### src/rtl/mult_pipe_param.sv
// mult_pipe_param
//   Fully pipelined integer multiplier for the MUL/MULT/MULTU path.
//   One operation per cycle, per-operation signed/unsigned mode, in-order
//   results, each carrying the tag it was issued with.
//
//   S0        : |a|, |b|, sign of result; WIDTH masked/shifted partial products
//   S1..SLOG  : binary adder tree, halving the term count per stage
//   SLOG+1    : registered sum, negated when the result is negative
//
// Ports
//   clk, reset          clock, synchronous active-high reset
//   ena                 global enable, 0 freezes the whole pipe
//   in_valid/in_ready   operation handshake (in_ready is combinational)
//   in_signed           1: two's-complement operands, 0: unsigned
//   in_a, in_b, in_tag  operands and opaque tag
//   out_valid/out_ready result handshake
//   out_z, out_tag      2*WIDTH product and its tag
//   busy                any stage holds a valid operation

// One partial product: a_abs shifted to its bit position, masked by b_abs bit.
module mult_pp_lane #(
   parameter int WIDTH = 32,
   parameter int SHIFT = 0
) (
   input  logic [WIDTH-1:0]   a_abs,
   input  logic               b_bit,
   output logic [2*WIDTH-1:0] pp
);
   assign pp = b_bit ? ({{WIDTH{1'b0}}, a_abs} << SHIFT) : '0;
endmodule

module mult_pipe_param #(
   parameter int WIDTH = 32,
   parameter int TAG_W = 6
) (
   input  logic               clk,
   input  logic               reset,
   input  logic               ena,
   input  logic               in_valid,
   output logic               in_ready,
   input  logic               in_signed,
   input  logic [WIDTH-1:0]   in_a,
   input  logic [WIDTH-1:0]   in_b,
   input  logic [TAG_W-1:0]   in_tag,
   output logic               out_valid,
   input  logic               out_ready,
   output logic [2*WIDTH-1:0] out_z,
   output logic [TAG_W-1:0]   out_tag,
   output logic               busy
);
   localparam int LOG = $clog2(WIDTH);
   localparam int LAT = LOG + 2;

   logic                          advance;
   logic [LAT-1:0]                vld_pipe;   // vld_pipe[k] = stage Sk valid
   logic [LAT-1:0][TAG_W-1:0]     tag_pipe;
   logic [LAT-2:0]                neg_pipe;   // sign travels to the last tree stage
   logic [WIDTH-1:0]              a_abs, b_abs;
   logic                          neg_s0;
   logic [WIDTH-1:0][2*WIDTH-1:0] pp;
   logic [2*WIDTH-1:0]            z_q;

   // Adder tree in heap layout: leaves node[WIDTH..2*WIDTH-1] are the S0
   // partial products, node[j] = node[2j] + node[2j+1], root is node[1].
   // A node at depth d is registered in stage LOG-d, so simply updating every
   // node on each advance gives a correctly pipelined tree.
   logic [2*WIDTH-1:1][2*WIDTH-1:0] node;

   assign out_valid = vld_pipe[LAT-1];
   assign advance   = ena & (~out_valid | out_ready);
   assign in_ready  = advance;
   assign busy      = |vld_pipe;
   assign out_z     = z_q;
   assign out_tag   = tag_pipe[LAT-1];

   // -2^(W-1) maps onto itself, which is the correct unsigned magnitude.
   assign a_abs  = (in_signed & in_a[WIDTH-1]) ? (~in_a + 1'b1) : in_a;
   assign b_abs  = (in_signed & in_b[WIDTH-1]) ? (~in_b + 1'b1) : in_b;
   assign neg_s0 = in_signed & (in_a[WIDTH-1] ^ in_b[WIDTH-1]);

   for (genvar i = 0; i < WIDTH; i++) begin : g_lane
      mult_pp_lane #(.WIDTH(WIDTH), .SHIFT(i)) u_lane (
         .a_abs (a_abs),
         .b_bit (b_abs[i]),
         .pp    (pp[i])
      );
   end

   always_ff @(posedge clk) begin
      if (reset)
         vld_pipe <= '0;
      else if (advance)
         vld_pipe <= {vld_pipe[LAT-2:0], in_valid};
   end

   // Data registers carry no reset; only the valid bits qualify them.
   always_ff @(posedge clk) begin
      if (advance) begin
         for (int i = 0; i < WIDTH; i++)
            node[WIDTH+i] <= pp[i];
         for (int j = 1; j < WIDTH; j++)
            node[j] <= node[2*j] + node[2*j+1];
         neg_pipe <= {neg_pipe[LAT-3:0], neg_s0};
         tag_pipe <= {tag_pipe[LAT-2:0], in_tag};
         // A zero sum negates to zero, so no special case is needed.
         z_q      <= neg_pipe[LAT-2] ? (~node[1] + 1'b1) : node[1];
      end
   end
endmodule
### config.mk
export PLATFORM = sky130hd
export DESIGN_NAME = mult_pipe_param
export DESIGN_NICKNAME = d
export VERILOG_FILES = /design/src/rtl/mult_pipe_param.sv
export SDC_FILE = /design/constraint.sdc
export NUM_CORES = 2
export LEC_CHECK = 0
export CAP_MARGIN = 20
export CORE_ASPECT_RATIO = 1.5
export CORE_MARGIN = 8
export CORE_UTILIZATION = 50
export CTS_BUF_LIST = sky130_fd_sc_hd__clkbuf_4 sky130_fd_sc_hd__clkbuf_8 sky130_fd_sc_hd__clkbuf_16
export CTS_CLUSTER_SIZE = 20
export DETAILED_ROUTE_END_ITERATION = 6
export GPL_TIMING_DRIVEN = 0
export PLACE_DENSITY = 0.7
export RECOVER_POWER = 50
export SYNTH_ARGS = -nofsm -noshare
export SYNTH_HDL_FRONTEND = slang
export SYNTH_SLANG_ARGS = --single-unit
### constraint.sdc
create_clock -name clk -period 86.3 [get_ports clk]
set_clock_uncertainty 0.2 [all_clocks]
set_input_delay 12.945 -clock clk [delete_from_list [all_inputs] [get_ports clk]]
set_output_delay 12.945 -clock clk [all_outputs]
set_load 0.02 [all_outputs]
Word-level counts from Yosys, hierarchy flattened
Index checks and enable logic that the tools add are counted.

cells by class
  shifts and indexed selects = 0
  eq/ne operators = 0
  reductions and logical operators = 1
  bitwise logic cells = 10
  magnitude comparators = 0
  div/mod/pow operators = 0
  add/sub/neg operators = 34
  multiply operators = 0
  multiplexer cells = 3

operators with widths
  kind                   count
  $add 64x64->64         31
  $add 32x1->32 const B  2
  $add 64x1->64 const B  1
  $mux 32                2
  $mux 64                1
  $not 32->32            2
  $not 64->64            1
  $reduce_or 7->1        1
  $and 1x1->1            4
  $not 1->1              1
  $or 1x1->1             1
  $xor 1x1->1            1

word-level totals
  latch bits = 0
  word-level logic and storage cells = 153
  output and inout port bits = 73
  bits in writable memories = 0
  input port bits = 76
  memories kept = 0
  flip-flop bits (word level) = 4151
  ROM bits = 0

Logic depth before layout (Yosys ltp)
  depth in word-level cells = 3
  depth in mapped cells = 13
  gate-level depth less buffers = 13

Modules after synthesis
From an unflattened synthesis, not the netlist that was laid out.

unflattened totals
  cell total of the unflattened synthesis = 22907
  area total of the unflattened synthesis = 252953.9 um^2

by module, submodules not included
  module           times used  cells each  area each (um^2)
  mult_pipe_param  1           20731       236978.5
  mult_pp_lane     32          68          499.2

Worst setup path before layout
No wires, ideal clock.

  kind = in2out
  from = input ena
  to = output in_ready
  slack = 15.786 ns
  buffers on the path = 0
  stages on the path = 2
  arrival = 57.369 ns
  cells stage by stage = o21ai_1 -> inv_1

between the ends
  longest elaborated chain between the ends = 1

RTL lines
  item         line  source
  from (decl)  38    input logic ena,
  $and 1x1->1  70    assign advance = ena & (~out_valid | out_ready);
  to (decl)    40    output logic in_ready,

Every way passes these cells.

Final worst setup path
Same ends and word-level chain as after synthesis.

==> flow_metrics.py <==
metrics = {
    "status": {
        "status": "finished, violations left",
        "violations": "capacitance limit, slew limit",
    },
    "global_routing": {
        "grt_pass1_wl_um": 477000,
        "grt_use_total_pct": 23.0,
        "grt_pass1_vias": 86796,
        "antenna_found_initial": 19,
        "grt_max_degree": 149,
        "grt-ovfl-total": 0,
    },
    "floorplan": {
        "start_util_pct": 50.2,
        "io_pins": 149,
        "die-area_um2": 267000,
        "core_area_um2": 250000,
        "num_rows": 225,
        "dieHeight_um": 629,
        "die_x_um": 425,
    },
    "worst_setup_path": {
        "crit_path_frequent_cell": "clkbuf_1",
        "crit_required_ps": 73150,
        "crit_fanout": 139,
        "cp_data_arrival_time_ps": 27860,
        "crit_slowest_cell": "clkbuf_1",
        "timing.rr.start": "vld_pipe[6]$_SDFFE_PP0P_",
        "cp_cell_sequence": "dlygate4sd3_1 -> o21ai_0 -> clkinvlp_2 -> clkbuf_1 -> clkbuf_1 -> buf_16 -> clkdlybuf4s50_1",
        "endpoint_kind": "primary output",
        "crit_path_max_incr_delay_ps": 4680,
        "r2r_slack_ps": 70170,
        "rr_worst_depth": 10,
        "critical_path_class": "in2out",
        "worstReg2RegEnd": "node[3833]$_SDFFCE_PN0P_",
        "start_kind": "input port",
    },
    "finish": {
        "syn_to_final_growth_pct": 11.2,
        "final_cells": 14740,
        "fin_nets": 12362,
        "drive_gt1_share_pct": 4.97,
        "final_area_um2": 139000,
        "utilization_pct": 55.8,
    },
    "synthesis": {
        "synth_edf_count": 2304,
        "synthFlopType": "edfxtp_1",
        "avgSynthCellArea_um2": 11.6,
        "synthAdderAreaFrac_pct": 10.4,
        "synth_cells": 10813,
        "async_flop_share_pct": 0,
        "synth_area_um2": 125000,
        "synthesis.nets": 11910,
        "synth-xor-area-share_pct": 7.27,
        "synth_seq_cells": 2311,
        "synth-simple-area-share_pct": 11.2,
        "yosysSeqAreaShare_pct": 55.3,
        "synthMuxAreaShare_pct": 0.0489,
        "synth_warnings": 0,
        "synth_top_family_by_area": "compound AO/OA/AOI/OAI gates",
        "synthDistinctLibCells": 94,
        "synth_compound_area_share_pct": 14.1,
    },
    "min_path": {
        "min_from": "node[3154]$_SDFFCE_PN0P_",
        "hp-class": "reg2reg",
        "whs_endpoint": "node[1554]$_DFFE_PP_",
        "min_path_cells": 0,
    },
    "clock_network": {
        "clkTransAtPathRegs_ps": 60,
        "cts_tree": "yes",
        "cts_sinks": 2311,
        "root_buffer": "clkbuf_16",
        "postCtsHoldBufs": 0,
        "numCtsBuffers": 222,
        "cts_htree_levels": 4,
        "clockBufferDepth": 4,
        "cts_resized": 0,
        "clkLatencyLatePin_ps": 890,
        "cts_setup_buffers": 0,
    },
    "detailed_routing": {
        "drt_iter0_drc": 6798,
        "dr.pass1.iters": 7,
        "vias": 86259,
        "drt-total-wl_um": 321000,
        "vias_per_cell": 5.85,
        "ant_nets": 0,
        "avgRoutedWirePerCell_um": 21.7,
        "route.detailed.drc": 0,
    },
    "pwr": {
        "p_leak_nw": 55.8,
        "vdd_drop_max_mv": 0.0224,
        "power_mw": 4.10,
        "power_density_nw_per_um2": 29.4,
    },
    "flow_run": {
        "drv_cap": 11,
    },
    "placed_design": {
        "gp_congestion": 0.939,
        "place_area_um2": 132000,
        "place_ws_ps": 56010,
        "hpwl_um": 248000,
        "placed_cells": 14331,
        "portBuffers": 148,
    },
    "sta": {
        "min_period_ps": 41010,
        "max_slew.worst_pin.slew_ps": 7150,
        "rsz0062_at_grt": "no",
        "final-setup-viol-count": 0,
        "drv_slew": 1003,
        "max_freq_mhz": 24.4,
        "relSlewSlack_pct": -377,
        "whs_ps": 215,
        "setup_slack_ps": 45290,
        "fin_crit_sh_pct": 47.5,
        "hold_violations": 0,
        "tns_ps": 0,
    },
}
## state kept, by name (all words and copies together) (netlist names)
name,count
vld_pipe,7
out_tag,6
neg_pipe,6
node,2192
tag_pipe,36
out_z,64
## layer usage
layer  GRT usage [%]  up-vias  share of wire, %
li1                -    41054                 -
met1            25.4    41843                37
met5               0        -                 0
met2            42.8     2580                51
met4            12.7        0               6.7
met3            2.65      782               5.4
## final cells by class
class                           count  area, µm²
Inverter                          227        853
Clock buffer                      271       5990
Multi-Input combinational cell   7965      54000
Clock inverter                    127       1170
Antenna cell                       10       25.0
Buffer                            310       1250
Sequential cell                  2311      69300
Fill cell                       20288     110000
Tap cell                         3291       4120
Timing Repair Buffer              228       2530
## kinds of logic (layout without fill, tap and decap cells)
kind of cell / after synthesis / in the layout
compound gates: 2778 / 2778
xor+xnor: 1037 / 1037
fa+ha+maj: 1021 / 1021
buf+inv: 537 / 1163
flops: 2311 / 2311
mux: 6 / 6
other cells: 0 / 10
simple gates: 3123 / 3123
## worst max-delay path, delay by kind of cell
kind / cells / cell delay, ps
compound gates: 1 / 310
buf+inv: 6 / 14070
## synthesized netlist by cell type, types with 24 or more instances
cell      count  area [µm²]
edfxtp_1   2304       69200
nor2_1     1578        5920
ha_1        990       12400
a21oi_1     897        4490
xnor2_1     687        6020
nand2_1     561        2110
a21o_1      527        3960
o21ai_0     511        2560
xor2_1      347        3040
clkbuf_1    261         980
inv_1       227         852
nand3_1     181         906
nand2b_1    125         782
nor3_1      123         616
nor2b_1     122         763
o21bai_1    110         826
o21a_1      107         803
nand4_1      99         619
a31oi_1      97         607
a211oi_1     96         721
and3_1       95         594
o31ai_1      71         533
o211ai_1     50         375
or3_1        47         294
or2_2        39         244
and4_1       35         307
buf_2        34         170
fa_1         31         621
o41ai_1      28         245
and2_1       27         169
a221oi_1     26         228
a21boi_0     24         180
nor4_1       24         150
## worst max-delay path by stage
stage               startpoint  depth (start not counted)  endpoint  slack, ps
global route               ena                          7  in_ready      43560
CTS                        ena                          7  in_ready      56000
global placement           ena                          4  in_ready      -7120
floorplan                  ena                          2  in_ready      15790
detailed placement         ena                          7  in_ready      56010
finish                     ena                          7  in_ready      45290
## cell usage in the layout, fill, tap and decap left out, types with 39 or more instances in the layout
master / n
a211oi_1: 96
a21o_1: 527
a21oi_1: 897
a31oi_1: 97
and3_1: 95
clkbuf_1: 281
clkbuf_16: 225
clkbuf_4: 44
clkdlybuf4s50_1: 61
clkinv_1: 43
dlygate4sd3_1: 87
edfxtp_1: 2304
ha_1: 990
inv_1: 226
nand2_1: 561
nand2b_1: 125
nand3_1: 181
nand4_1: 99
nor2_1: 1579
nor2b_1: 122
nor3_1: 124
o211ai_1: 50
o21a_1: 107
o21ai_0: 524
o21bai_1: 110
o31ai_1: 71
or2_2: 39
or3_1: 48
xnor2_1: 673
xor2_1: 332
## power by group
part / internal, mW / leakage (nW) / switching (mW)
Clock: 0.552 / 3.55 / 0.417
Combinational: 0.563 / 28.9 / 0.911
Sequential: 1.55 / 23.4 / 0.105
Total: 2.66 / 55.8 / 1.43
Power figures use the tool's default switching activity.
